## config.mk

```make
export PLATFORM = sky130hd
export DESIGN_NAME = mem_port_arbiter
export DESIGN_NICKNAME = d
export VERILOG_FILES = /design/src/rtl/mem_port_arbiter_pkg.sv /design/src/rtl/mem_port_arbiter_lane_fmt.sv /design/src/rtl/mem_port_arbiter.sv
export SDC_FILE = /design/constraint.sdc
export NUM_CORES = 1
export LEC_CHECK = 0
export ABC_CLOCK_PERIOD_IN_PS = 2300
export CAP_MARGIN = 20
export CORE_ASPECT_RATIO = 1.1
export CORE_MARGIN = 4
export CORE_UTILIZATION = 35
export DETAILED_ROUTE_END_ITERATION = 8
export HOLD_SLACK_MARGIN = 0.15
export PLACE_DENSITY = 0.65
export SLEW_MARGIN = 0
export SYNTH_ARGS = -nofsm -noshare
export SYNTH_HDL_FRONTEND = slang
export SYNTH_HIERARCHICAL = 1
export SYNTH_SLANG_ARGS = --single-unit
```

## constraint.sdc

```tcl
create_clock -name clk -period 2.3 [get_ports clk]
set_input_delay 0.345 -clock clk [delete_from_list [all_inputs] [get_ports clk]]
set_output_delay 0.345 -clock clk [all_outputs]
set_load 0.01 [all_outputs]
```

## src/rtl/mem_port_arbiter_pkg.sv

```systemverilog
// Shared codes for the memory-port arbiter: FSM states, access sizes, port owners
// and the latched request record.
package mem_port_arbiter_pkg;

    typedef enum logic {
        ST_IDLE   = 1'b0,
        ST_ACCESS = 1'b1
    } state_t;

    typedef enum logic [1:0] {
        SZ_B = 2'd0,
        SZ_H = 2'd1,
        SZ_W = 2'd2,
        SZ_X = 2'd3
    } size_t;

    typedef enum logic {
        OWN_IF = 1'b0,
        OWN_D  = 1'b1
    } owner_t;

    typedef struct packed {
        owner_t      owner;
        logic        we;
        size_t       size;
        logic        uns;
        logic [31:0] addr;
        logic [31:0] wdata;
    } req_t;

    function automatic logic [3:0] lane_mask(input size_t sz);
        case (sz)
            SZ_B:    return 4'b0001;
            SZ_H:    return 4'b0011;
            default: return 4'b1111;
        endcase
    endfunction

endpackage

```

## src/rtl/mem_port_arbiter_lane_fmt.sv

```systemverilog
// Byte-lane steering for stores, extract/extend for loads, misalignment detect.
// Purely combinational; no state, no backpressure.
module mem_lane_fmt
    import mem_port_arbiter_pkg::*;
(
    input  size_t       size,
    input  logic [1:0]  offs,
    input  logic        uns,
    input  logic [31:0] wdata,
    input  logic [31:0] rdata,
    output logic [3:0]  wmask,
    output logic [31:0] wlanes,
    output logic [31:0] rdata_ext,
    output logic        misalign
);

    assign misalign = (size == SZ_X) ||
                      (size == SZ_H && offs[0]) ||
                      (size == SZ_W && offs != 2'd0);

    assign wmask  = lane_mask(size) << offs;
    assign wlanes = wdata << {offs, 3'b000};

    // RAM has already shifted the addressed byte down to lane 0
    always_comb begin
        rdata_ext = rdata;
        case (size)
            SZ_B:    rdata_ext = {{24{~uns & rdata[7]}}, rdata[7:0]};
            SZ_H:    rdata_ext = {{16{~uns & rdata[15]}}, rdata[15:0]};
            default: rdata_ext = rdata;
        endcase
    end

endmodule

```

## src/rtl/mem_port_arbiter.sv

```systemverilog
// Arbitrates fetch and load/store ports onto one byte-lane RAM with a starvation guard.
// Latency gnt->rvalid is WAIT_STATES+2; requesters hold until gnt, responses never stall.
module mem_port_arbiter
    import mem_port_arbiter_pkg::*;
#(
    parameter int WAIT_STATES = 0,
    parameter int MAX_STARVE  = 4
) (
    input  logic        clk,
    input  logic        rstn,
    input  logic        if_req,
    input  logic [31:0] if_addr,
    output logic        if_gnt,
    output logic        if_rvalid,
    output logic [31:0] if_rdata,
    input  logic        d_req,
    input  logic        d_we,
    input  logic [1:0]  d_size,
    input  logic        d_unsigned,
    input  logic [31:0] d_addr,
    input  logic [31:0] d_wdata,
    output logic        d_gnt,
    output logic        d_rvalid,
    output logic        d_err,
    output logic [31:0] d_rdata,
    output logic        m_en,
    output logic [3:0]  m_wr,
    output logic [31:0] m_addr,
    output logic [7:0]  m_wdata0,
    output logic [7:0]  m_wdata1,
    output logic [7:0]  m_wdata2,
    output logic [7:0]  m_wdata3,
    input  logic [31:0] m_rdata
);

    state_t      state;
    req_t        cur;
    req_t        nxt;
    logic [3:0]  wcnt;
    logic [3:0]  starve;

    logic        arb_ok;
    logic        if_win;
    logic        final_cyc;
    logic        bad;
    logic        fmt_misalign;
    logic [3:0]  fmt_wmask;
    logic [31:0] fmt_wlanes;
    logic [31:0] fmt_rdata;
    logic [31:0] lanes;

    assign final_cyc = (state == ST_ACCESS) && (wcnt == 4'd0);
    assign arb_ok    = (state == ST_IDLE) || final_cyc;
    assign if_win    = if_req && (!d_req || starve == 4'(MAX_STARVE));
    assign if_gnt    = arb_ok && if_win;
    assign d_gnt     = arb_ok && d_req && !if_win;

    always_comb begin
        if (if_gnt) begin
            nxt = '{owner: OWN_IF, we: 1'b0, size: SZ_W, uns: 1'b0,
                    addr: if_addr, wdata: 32'd0};
        end else begin
            nxt = '{owner: OWN_D, we: d_we, size: size_t'(d_size), uns: d_unsigned,
                    addr: d_addr, wdata: d_wdata};
        end
    end

    mem_lane_fmt u_fmt (
        .size      (cur.size),
        .offs      (cur.addr[1:0]),
        .uns       (cur.uns),
        .wdata     (cur.wdata),
        .rdata     (m_rdata),
        .wmask     (fmt_wmask),
        .wlanes    (fmt_wlanes),
        .rdata_ext (fmt_rdata),
        .misalign  (fmt_misalign)
    );

    // Fetches of a misaligned word return the raw shifted data, never an error
    assign bad = fmt_misalign && (cur.owner == OWN_D);

    assign m_en   = (state == ST_ACCESS) && !bad;
    assign m_addr = (state == ST_ACCESS) ? cur.addr : 32'd0;
    assign m_wr   = (final_cyc && cur.we && !bad) ? fmt_wmask : 4'b0000;
    assign lanes  = (state == ST_ACCESS && cur.we && !bad) ? fmt_wlanes : 32'd0;

    assign m_wdata0 = lanes[7:0];
    assign m_wdata1 = lanes[15:8];
    assign m_wdata2 = lanes[23:16];
    assign m_wdata3 = lanes[31:24];

    always_ff @(posedge clk or negedge rstn) begin
        if (!rstn) begin
            state     <= ST_IDLE;
            cur       <= '0;
            wcnt      <= 4'd0;
            starve    <= 4'd0;
            if_rvalid <= 1'b0;
            if_rdata  <= 32'd0;
            d_rvalid  <= 1'b0;
            d_err     <= 1'b0;
            d_rdata   <= 32'd0;
        end else begin
            if_rvalid <= 1'b0;
            d_rvalid  <= 1'b0;
            d_err     <= 1'b0;

            if (final_cyc) begin
                if (cur.owner == OWN_IF) begin
                    if_rvalid <= 1'b1;
                    if_rdata  <= m_rdata;
                end else begin
                    d_rvalid <= !bad;
                    d_err    <= bad;
                    d_rdata  <= (bad || cur.we) ? 32'd0 : fmt_rdata;
                end
            end

            if (if_gnt || d_gnt) begin
                state <= ST_ACCESS;
                cur   <= nxt;
                wcnt  <= 4'(WAIT_STATES);
                if (if_gnt)
                    starve <= 4'd0;
                else if (if_req)
                    starve <= starve + 4'd1;
            end else if (final_cyc) begin
                state <= ST_IDLE;
            end else if (state == ST_ACCESS) begin
                wcnt <= wcnt - 4'd1;
            end
        end
    end

endmodule

```

Yosys cells after proc, flatten, opt, wreduce, memory -nomap -nowiden
Index checks and enable logic that the tools add are counted.
{ "classes": {"add_sub_neg": 2, "multipliers": 0, "div": 0, "n_lt_le_gt_ge": 0, "eq_ne": 5, "shifts": 2, "n_mux": 20, "n_bitwise": 5, "reduce_logical": 32} }
{ "ops": {"columns": ["op", "count"], "rows": [
  ["32-bit 2-to-1 mux", 3],
  ["69-bit 2-to-1 mux", 1],
  ["32-bit one-hot mux with 2 select lines", 1],
  ["32-bit by 5-bit << shifter with 32-bit output", 1],
  ["4-bit 2-to-1 mux", 6],
  ["1-bit logical AND", 13],
  ["1-bit 2-to-1 mux", 8],
  ["4-bit one-hot mux with 2 select lines", 1],
  ["2-bit AND reduction", 4],
  ["2-bit nonzero test", 4],
  ["1-bit logical OR", 6],
  ["4-bit by 1-bit adder with 4-bit output (second input constant)", 1],
  ["2-bit equality test (second input constant)", 2],
  ["4-bit by 3-bit equality test with 1-bit output (second input constant)", 1],
  ["4-bit logical NOT", 1],
  ["4-bit by 2-bit << shifter with 4-bit output", 1],
  ["4-bit by 1-bit subtractor with 4-bit output (second input constant)", 1],
  ["1-bit logical NOT", 3],
  ["1-bit inverter", 3],
  ["1-bit bitwise AND", 2],
  ["2-bit by 1-bit equality test with 1-bit output (second input constant)", 1],
  ["2-bit logical NOT", 1],
  ["2-bit by 1-bit != test with 1-bit output (second input constant)", 1]
]} }
{ "totals": {"regBits": 145, "latch_bits": 0, "ram_bits": 0, "mem_bits_ro": 0, "inputBits": 136, "output_inout_bits": 138, "word_cells": 80, "n_memories": 0} }

Logic depth before layout (Yosys ltp)
{ "depth": {"depth_word": 8, "ltp_mapped": 8, "ltp_nobuf": 5} }

Hierarchy
The synthesis kept the hierarchy.
{ "by_module_without_submodules": {"columns": ["module", "n_inst", "cells_each", "area_each_um2", "seq_area_each_um2"], "rows": [
  ["mem_port_arbiter", 1, 589, 6723.9, 3628.5],
  ["mem_lane_fmt", 1, 142, 908.4, 0.0]
]} }

Least setup slack after synthesis
Ideal clock, no wire load.
{ "synth_path": {"path_kind": "reg-to-output", "start": "reg cur[32] in the netlist's numbering", "end": "out m_wdata2[6]", "arrival_time_ps": 1875, "required_ps": 1955, "slack_ps": 80, "path_stages_with_launch": 8, "path_buffers": 3, "cell_sequence": "dfrtp_1 > clkbuf_1 > buf_2 > a21oi_1 > nor2_1 > a21boi_0 > clkbuf_1 > and3_1"} }
{ "synth_between": {"elab_chain_cells": 7, "elab_cells_between_ends": 10, "cone_classes": "shift: 1; mux: 1; reduce/logical: 8"} }
{ "synth_rtl": {"columns": ["element", "line_no", "source"], "rows": [
  ["from (decl)", "mem_port_arbiter.sv:37", "req_t cur;"],
  ["from (signal assigned)", "mem_port_arbiter.sv:122", "cur <= nxt;"],
  ["2-bit nonzero test / 1-bit logical AND (equally long branches)", "mem_port_arbiter_lane_fmt.sv:19, mem_port_arbiter_lane_fmt.sv:18", null],
  ["1-bit logical AND / 1-bit logical OR (equally long branches)", "mem_port_arbiter_lane_fmt.sv:19, mem_port_arbiter_lane_fmt.sv:17", null],
  ["1-bit logical OR (*)", "mem_port_arbiter_lane_fmt.sv:18", "(size == SZ_H && offs[0]) ||"],
  ["via fmt_misalign", "mem_port_arbiter.sv:46", "logic fmt_misalign;"],
  ["1-bit logical AND (*)", "mem_port_arbiter.sv:81", "assign bad = fmt_misalign && (cur.owner == OWN_D);"],
  ["1-bit logical NOT (*)", "mem_port_arbiter.sv:86", "assign lanes = (state == ST_ACCESS && cur.we && !bad) ? fmt_wlanes : 32'd0;"],
  ["1-bit logical AND (*)", "mem_port_arbiter.sv:86", null],
  ["32-bit 2-to-1 mux (*)", "mem_port_arbiter.sv:86", null],
  ["to (decl)", "mem_port_arbiter.sv:31", "output logic [7:0] m_wdata2,"]
]} }
Mark *: on every way through the listed nets, which the timed path passes. The rest lies on a longest branch.

Final worst setup path
{ "layout_path": {"start": "reg cur[32] in the netlist's numbering", "end": "out m_wdata3[2]"} }
{ "layout_between": {"elab_chain_cells": 7, "elab_cells_between_ends": 10, "cone_classes": "shift: 1; mux: 1; reduce/logical: 8"} }
{ "layout_rtl": {"columns": ["element", "line_no", "source"], "rows": [
  ["2-bit nonzero test / 1-bit logical AND (equally long branches)", "mem_port_arbiter_lane_fmt.sv:19, mem_port_arbiter_lane_fmt.sv:18", null],
  ["1-bit logical AND / 1-bit logical OR (equally long branches)", "mem_port_arbiter_lane_fmt.sv:19, mem_port_arbiter_lane_fmt.sv:17", null],
  ["1-bit logical OR (*)", "mem_port_arbiter_lane_fmt.sv:18", null],
  ["via fmt_misalign", "mem_port_arbiter.sv:46", null],
  ["1-bit logical AND (*)", "mem_port_arbiter.sv:81", null],
  ["1-bit logical NOT (*)", "mem_port_arbiter.sv:86", null],
  ["1-bit logical AND (*)", "mem_port_arbiter.sv:86", null],
  ["32-bit 2-to-1 mux (*)", "mem_port_arbiter.sv:86", null],
  ["to (decl)", "mem_port_arbiter.sv:32", "output logic [7:0] m_wdata3,"]
]} }
Marks and branches as above.

==> qor.csv <==
metric;value;unit
outcome;finished, violations left;
violations;setup timing;
synth_cell_types;48;
synthTopCellsByCount;dfrtp_1, nand2_1, o21ai_0, clkbuf_1, and2_1;
min_from;d_addr[31];
post-route-min-period;2.44;ns
grt_pass1_vias;7013;
reg2reg_to;if_rdata[21];
whs_endpoint;cur[63];
r2r_start;wcnt[0];
first_iter_violations;501;
antenna_found_initial;0;
maxSlewViolCount;0;
fin_ws;-0.145;ns
pre_cts_ws;-0.218;ns
tightest_slew;0.617;ns
wl;26.2;mm
grt_overflow;0;
grt_pass1_wl;39.9;mm
core-area;21400;um^2
synth_seq_area_share;47.5;%
use_met1;27.7;%
gp_congestion;0.803;
vias;7021;
hold_viol_final;0;
placed_cells;1255;
die_area;24200;um^2
hold_class;primary input to flip-flop;
synthToLayoutAreaGrowth;52.3;%
finClkSkew;0.0120;ns
hold_depth;3;
synth_top_area_share;47.5;%
synth-edff-count;0;
ir_drop;0.642;mV
path_class;flip-flop to output pin;
synthArstFlopShare;100;%
path_clk_slew;0.06;ns
r2r_slack;0.11;ns
synth_nets;871;
clockBufferDepth;2;
rows;56;
netlist_instances;731;
route.detailed.wl_per_inst;20.1;um
synth_area_leaders;dfrtp_1, mux2i_1, mux2_2;
crit_fanout;7;
setup_viol;24;
rsz0062_at_grt;true;
nets;1145;
grt.total_usage;21.0;%
clock.fmax;409;MHz
crit_required;1.96;ns
pwr_density_cell;1370;nW/um^2
via_per_inst;5.37;
port_buffers;273;
hpwl;18.0;mm
period_share;106;%
fin_cells;1308;
drive_gt1_share;19.0;%
diodes;0;
clkLatencyLatePin;0.43;ns
first_pass_iters;5;
synth.largest_area_cell;dfrtp_1;
die_y;163;um
syn_area;7630;um^2
grtUsageMet2;33.9;%
slew_headroom;58.9;%
cts_buffers;17;
maxCapViolCount;0;
grt-busiest-layer;met2;
p_leak;5.13;nW
htree_levels;4;
synth.most_common_cell;dfrtp_1;
post-route-drc-count;0;
arrival;2.10;ns
r2r_cells;7;
root_buffer;clkbuf_16;
postSynth.topFlopCell;dfrtp_1;
grt_max_degree;68;
yosysWarningCount;6;
ios;274;
syn_area_per_cell;10.4;um^2
ys_ff_latch;145;
ant_nets;0;
die_w;149;um
grtUsageMet3;6.32;%
endpoint_kind;output pin;
start_util;35.7;%
startpoint_type;flip-flop;
clkSinkCount;145;
tritoncts;built;
report_power, final:
part | switching [W] | internal, W
logic | 0.00404 | 0.00458
registers | 0.000684 | 0.00368
clock network | 0.00125 | 0.00175
total | 0.00597 | 0.0100
timing repair:
item                       4_1_cts  5_1_grt
hold buffers                     1        0
setup endpoints to repair      141       76
resized for setup              197       30
buffers inserted                14        5
pin swaps                        7       10
hold endpoints to repair        57        0
gates cloned                     1        1
state kept, by name, summed over array words and instances, names as in the netlist:
signal	cells
state	1
if_rvalid	1
cur	69
starve	4
if_rdata	32
d_err	1
wcnt	4
d_rdata	32
d_rvalid	1
cell usage in the layout (no fill, tap or decap), drive strengths merged, types with 2 or more instances in the layout:
cell	instances
clkdlybuf4s50	231
dfrtp	145
buf	100
o21ai	61
nand2	60
and2	40
and3	36
a22o	35
mux2i	35
nand2b	33
o31ai	32
a32o	32
a221o	32
mux2	32
inv	22
clkbuf	18
nor2	15
o2bb2ai	7
a21oi	7
ha	4
nor3	4
nand3	3
bufinv	3
clkinvlp	3
o22ai	3
nor2b	2
a211oi	2
or4b	2
metal layers:
metal  vias up  share of wire (%)
met4         0                1.2
met2       307                 47
met5         -                  0
met1      3431                 43
met3        17                9.1
li1       3266                  -
through the flow:
step	total power [W]	setup TNS, ns	area (um^2)	hold WS, ns	utilization (%)
2_1_floorplan	0.00865	0	7630	0.0494	-
6_report	0.0160	-1.12	11600	0.481	54.4
3_3_place_gp	0.0121	-12.23	10700	0.380	50.3
5_1_grt	0.0170	-3.26	11600	0.488	54.4
4_1_cts	0.0159	-1.67	11500	0.466	53.7
3_5_place_dp	0.0123	-18.26	10700	0.380	50.3
worst max path at each step:
stage             from           end  slack [ns]  cells after the start
2_1_floorplan  cur[32]   m_wdata2[6]        0.08                      7
3_3_place_gp   wcnt[0]   if_rdata[4]       -0.15                      7
3_5_place_dp   wcnt[0]  if_rdata[20]       -0.22                      7
4_1_cts        cur[65]   m_wdata0[0]       -0.17                      9
5_1_grt        cur[32]   m_wdata3[2]       -0.21                      9
6_report       cur[32]   m_wdata3[2]       -0.14                      9
cell type report:
class                   count  area (um^2)
fillers                  1922         9740
multi-input cells         492         3680
flip-flops and latches    145         3630
repair buffers            335         3280
clock buffers              17          425
well taps                 290          363
clock inverters            15          196
inverters                  14         52.6
cells by family (layout without fill, tap and decap cells):
kind of cell             count (synthesis)  in the layout  share of synthesized area, %
AND/OR/NAND/NOR                        201            201                          14.3
flip-flops                             145            145                          47.5
adder cells (fa/ha/maj)                  4              4                         0.656
multiplexers                            67             67                          9.31
buffers and inverters                   94            381                          5.74
AO/OA/AOI/OAI                          220            220                          22.4
critical path, cell delays in order (launching register included):
cell,delay (ns)
dfrtp_2,0.43
nor3_2,0.22
nor2_2,0.06
a21boi_2,0.22
buf_6,0.16
buf_16,0.10
buf_8,0.11
buf_6,0.10
and3_4,0.18
buf_6,0.11
Power figures use the tool's default switching activity.
